**config.mk**
```make
export PLATFORM = sky130hd
export DESIGN_NAME = alu_operand_sequencer
export DESIGN_NICKNAME = d
export VERILOG_FILES = /design/src/rtl/alu_pkg.sv /design/src/rtl/btn_conditioner.sv /design/src/rtl/alu_operand_sequencer.sv
export SDC_FILE = /design/constraint.sdc
export NUM_CORES = 1
export LEC_CHECK = 0
export BUFFER_PORTS_ARGS = -buffer_cell sky130_fd_sc_hd__buf_2
export CORE_AREA = 5 5 81 83
export DETAILED_ROUTE_END_ITERATION = 8
export DIE_AREA = 0 0 86 88
export MAX_ROUTING_LAYER = met4
export SLEW_MARGIN = 10
export SYNTH_ARGS = -nofsm -noshare
export SYNTH_HDL_FRONTEND = slang
export SYNTH_SLANG_ARGS = --single-unit
```
**constraint.sdc**
```tcl
create_clock -name clk -period 1.7 [get_ports clk]
set_input_delay 0.085 -clock clk [delete_from_list [all_inputs] [get_ports clk]]
set_output_delay 0.085 -clock clk [all_outputs]
set_load 0.005 [all_outputs]
```
**src/rtl/alu_pkg.sv**
```systemverilog
// Shared types and constants for the ALU operand sequencer.
// Holds the FSM state encoding, operand width and debounce default.
package alu_pkg;

    localparam int OP_W = 6;
    localparam int DEB_CYCLES_DEF = 1000000;

    typedef enum logic [2:0] {
        LOAD_X  = 3'd0,
        LOAD_Y  = 3'd1,
        LOAD_OP = 3'd2,
        EXEC    = 3'd3,
        SHOW    = 3'd4
    } state_e;

endpackage

```
**src/rtl/btn_conditioner.sv**
```systemverilog
// Push-button conditioner: 2-flop sync, optional debounce, rising-edge pulse.
// Debounce filter is built only when ALU_BTN_DEBOUNCE_EN is defined.
module btn_conditioner
    import alu_pkg::*;
#(
    parameter int DEB_CYCLES = DEB_CYCLES_DEF
) (
    input  logic clk,
    input  logic reset,
    input  logic pin,
    output logic pulse
);

    if (DEB_CYCLES < 1) begin : g_deb_range
        $error("DEB_CYCLES must be at least 1");
    end

    logic s1_q;
    logic s2_q;
    logic lvl;
    logic prev_q;
    logic pulse_q;

`ifdef ALU_BTN_DEBOUNCE_EN
    localparam int CW = $clog2(DEB_CYCLES + 1);
    localparam logic [CW-1:0] CNT_MAX = CW'(DEB_CYCLES - 1);

    logic [CW-1:0] cnt_q;
    logic [CW-1:0] cnt_d;
    logic          lvl_q;
    logic          lvl_d;

    // Counter runs only while the synced pin disagrees with the accepted level.
    always_comb begin
        cnt_d = '0;
        lvl_d = lvl_q;
        if (s2_q != lvl_q) begin
            if (cnt_q == CNT_MAX) begin
                lvl_d = s2_q;
            end else begin
                cnt_d = cnt_q + 1'b1;
            end
        end
    end

    always_ff @(posedge clk) begin
        if (reset) begin
            cnt_q <= '0;
            lvl_q <= 1'b0;
        end else begin
            cnt_q <= cnt_d;
            lvl_q <= lvl_d;
        end
    end

    assign lvl = lvl_q;
`else
    assign lvl = s2_q;
`endif

    always_ff @(posedge clk) begin
        if (reset) begin
            s1_q    <= 1'b0;
            s2_q    <= 1'b0;
            prev_q  <= 1'b0;
            pulse_q <= 1'b0;
        end else begin
            s1_q    <= pin;
            s2_q    <= s1_q;
            prev_q  <= lvl;
            pulse_q <= lvl & ~prev_q;
        end
    end

    assign pulse = pulse_q;

endmodule

```
**src/rtl/alu_operand_sequencer.sv**
```systemverilog
// Steps switch values into x, y and op select, then latches the adder result.
// Button debouncing is enabled by defining ALU_BTN_DEBOUNCE_EN.
module alu_operand_sequencer
    import alu_pkg::*;
#(
    parameter int DEB_CYCLES = DEB_CYCLES_DEF
) (
    input  logic            clk,
    input  logic            reset,
    input  logic [OP_W-1:0] sw,
    input  logic            btn_next,
    input  logic            btn_clr,
    output logic [OP_W-1:0] x,
    output logic [OP_W-1:0] y,
    output logic            sel,
    input  logic [OP_W-1:0] sum_in,
    input  logic            cout_in,
    input  logic            ovf_in,
    output logic [OP_W-1:0] result,
    output logic            cout_q,
    output logic            ovf_q,
    output logic            result_valid,
    output logic [2:0]      state
);

    logic next_p;
    logic clr_p;

    btn_conditioner #(.DEB_CYCLES(DEB_CYCLES)) u_next (
        .clk   (clk),
        .reset (reset),
        .pin   (btn_next),
        .pulse (next_p)
    );

    btn_conditioner #(.DEB_CYCLES(DEB_CYCLES)) u_clr (
        .clk   (clk),
        .reset (reset),
        .pin   (btn_clr),
        .pulse (clr_p)
    );

    state_e          state_q, state_d;
    logic [OP_W-1:0] x_q, x_d;
    logic [OP_W-1:0] y_q, y_d;
    logic            sel_q, sel_d;
    logic [OP_W-1:0] result_q, result_d;
    logic            cout_d;
    logic            ovf_d;
    logic            valid_q, valid_d;

    always_comb begin
        state_d  = state_q;
        x_d      = x_q;
        y_d      = y_q;
        sel_d    = sel_q;
        result_d = result_q;
        cout_d   = cout_q;
        ovf_d    = ovf_q;
        case (state_q)
            LOAD_X: if (next_p) begin
                x_d     = sw;
                state_d = LOAD_Y;
            end
            LOAD_Y: if (next_p) begin
                y_d     = sw;
                state_d = LOAD_OP;
            end
            LOAD_OP: if (next_p) begin
                sel_d   = sw[0];
                state_d = EXEC;
            end
            EXEC: begin
                result_d = sum_in;
                cout_d   = cout_in;
                ovf_d    = ovf_in;
                state_d  = SHOW;
            end
            SHOW: if (next_p) begin
                state_d = LOAD_X;
            end
            default: state_d = LOAD_X;
        endcase
        // Clear overrides any concurrent advance.
        if (clr_p) begin
            state_d  = LOAD_X;
            x_d      = '0;
            y_d      = '0;
            sel_d    = 1'b0;
            result_d = '0;
            cout_d   = 1'b0;
            ovf_d    = 1'b0;
        end
        valid_d = (state_d == SHOW);
    end

    always_ff @(posedge clk) begin
        if (reset) begin
            state_q  <= LOAD_X;
            x_q      <= '0;
            y_q      <= '0;
            sel_q    <= 1'b0;
            result_q <= '0;
            cout_q   <= 1'b0;
            ovf_q    <= 1'b0;
            valid_q  <= 1'b0;
        end else begin
            state_q  <= state_d;
            x_q      <= x_d;
            y_q      <= y_d;
            sel_q    <= sel_d;
            result_q <= result_d;
            cout_q   <= cout_d;
            ovf_q    <= ovf_d;
            valid_q  <= valid_d;
        end
    end

    assign x            = x_q;
    assign y            = y_q;
    assign sel          = sel_q;
    assign result       = result_q;
    assign result_valid = valid_q;
    assign state        = state_q;

endmodule

```
==> summary.md <==
| Metric | Value |
|---|---|
| RD Place Congestion | 0.675 |
| Initial antenna violation count | 0 |
| # rows | 28 |
| Worst Setup SP | state[0]$_SDFF_PP0_ |
| PortBufs | 42 |
| Fmax | 736 MHz |
| Final min period | 1.36 ns |
| Clock Path Buffers | 2 |
| Worst path bufs/invs | 1 |
| # IOs | 43 |
| Primary FF master, synth | dfxtp_1 |
| Largest net degree at the start of global routing | 43 |
| Reg2reg setup slack | 0.34 ns |
| Area growth syn-to-layout | 24.6% |
| Reg2reg path depth | 3 |
| Power density over the cells | 790 nW/um^2 |
| Routed vias/inst | 4.21 |
| Slowest CP cell | dfxtp_1 |
| Setup Viol. Count Final | 0 |
| Unique masters post-synth | 21 |
| Commonest cells after routing, fill and taps aside | buf_2, dfxtp_1, or3b_1 |
| Core Util, Final | 31.1% |
| # DRC | 0 |
| Initial core utilization | 25.0% |
| Antenna Nets Post-Route | 0 |
| Setup Fix Bufs, Post-CTS | 0 |
| Root buf cell | clkbuf_8 |
| Setup_tns | 0 ns |
| Share of cells above drive strength 1 | 40.6% |
| Critical Path RT | 1.86 ns |
| Slowest cell delay on critical path | 0.51 ns |
| H-tree depth | 2 |
| Crit path capture type | flop |
| YS warnings | 0 |
| Antenna cells | 0 |
| Slew HR | 54.1% |
| Avg Cell Area, Syn | 11.8 sq um |
| Worst-Margin Slew | 0.688 ns |
| R2r endpoint | result[5]$_SDFFE_PP0N_ |
| CTS tree | done |
| Startpoint Class | flop |
| Hold depth | 2 |
| Critical path depth | 3 |
| Core Area | 5780 sq um |
| Area of the multi-input gates | 722 sq um |
| Final-report hold violation count | 0 |
| Clk_skew | 0.00485 ns |
| Reg area | 661 sq um |
| Fraction of the yosys area taken by sequential cells | 45.8% |
| Most common cell after layout, fill and taps aside | buf_2 |
| Nets | 182 |
| # resized after CTS | 0 |
| First-pass DRT Iterations | 4 |
| # hold bufs at CTS | 0 |
| CP arrival | 1.52 ns |
| All-Layer GR Usage | 8.54% |
| Hold Slack | 0.0165 ns |
| DP Wirelength | 2.02 mm |
| Critical path class | reg2reg |
| CTS Buf Count | 5 |
| Final period util | 79.9% |
| Chip width | 86 um |
| Drt total wl | 2.99 mm |
| Cells after synthesis | 122 |
| RSZ-0062 raised after global routing | false |
| Synth Register Bits | 33 |
| Share of the synthesized area in the top cell type | 45.8% |
| Pwr Total | 1420 uW |
| # Max-Cap Violations | 0 |
| Chip height | 88 um |
| CP Cell Sequence | and3b_1 -> buf_4 -> mux2_4 |
| Synth Cell Area | 1440 sq um |
| Vias in the first global route | 1010 |
| DRT iter0 DRCs | 49 |
| First-pass GRT wire length | 4.91 mm |
| Hold Crit Endpoint | u_clr.s1_q$_SDFF_PP0_ |
| Area contributors post-synth | dfxtp_1, or3b_1, mux2i_1 |
| Clk slew on worst S/H paths | 0.06 ns |
| Area leader, netlist | dfxtp_1 |
| Pins Over Slew Limit | 0 |
| Clk Latency, worst-skew pair | 0.27 ns |
| Outcome | finished clean |
| Post-DR wirelength/cell | 12.4 um |
| Fraction of registers with async set/reset | 0% |
| CP Max Fanout | 10 |
| Pre-CTS setup slack | 0.336 ns |
| Syn nets | 140 |
| Routed vias | 1011 |
| Worst vdd ir | 0.313 mV |
| Delay-heaviest family, CP | flip-flops |
| Fill cells | 605 |
| Post-synth EDFFs | 0 |
| RR Startpoint | state[0]$_SDFF_PP0_ |
| CTS sink count | 33 |
| Leakage | 0.000782 uW |
| Remaining global-route overflow | 0 |
| Hold Path Class | in2reg |
| Hold Startpoint | btn_clr |
| Die area | 7570 sq um |
| Final WS setup | 0.342 ns |
per-stage QoR:
step,area (sq um),instances
after floorplan,1440,122
after global placement,1720,232
after detailed placement,1720,232
after CTS,1800,240
after global routing,1800,240
final,1800,240
cell type report:
type,count,share of cell area [%]
clock buffers,6,4.03
clock inverters,2,0.556
multi-input cells,78,40.1
flip-flops and latches,33,36.7
well taps,75,5.22
repair buffers,46,13.4
kinds of logic after synthesis:
group	synth area share, %
compound gates	2.43
mux	17.3
flops	45.8
buf+inv	4.25
simple gates	30.2
state kept, by name, indices dropped and copies added, names as in the netlist, 3 cells and up:
name,count
state,3
result,6
y,6
x,6
cells in the mapped netlist (2+ instances only):
master and n:
dfxtp_1 33, or3b_1 19, nor3b_1 16, mux2i_1 13
mux2_4 8, nor2b_1 8, clkbuf_1 5, buf_2 3
a211oi_1 2, buf_6 2, nand2b_1 2, o21ba_2 2
metal layers:
layer  track usage [%]  part of all wire (%)  routed length [um]
met1              10.6                    50                1480
met3              3.39                   7.0                 208
met2              12.5                    43                1270
met5                 -                     0                   0
met4              3.02                  0.77                  23
report_power, final:
group | internal (uW) | switching, uW | leakage, uW
logic | 42.5 | 39.3 | 0.000470
clock network | 283 | 266 | 0.0000450
registers | 784 | 5.68 | 0.000267
worst max path at each step:
stage                        endpoint
4_1_cts        result[5]$_SDFFE_PP0N_
3_3_place_gp   result[2]$_SDFFE_PP0N_
5_1_grt        result[1]$_SDFFE_PP0N_
3_5_place_dp       ovf_q$_SDFFE_PP0N_
2_1_floorplan     cout_q$_SDFFE_PP0N_
6_report       result[5]$_SDFFE_PP0N_
No activity file was read; power rests on OpenSTA's default activity.
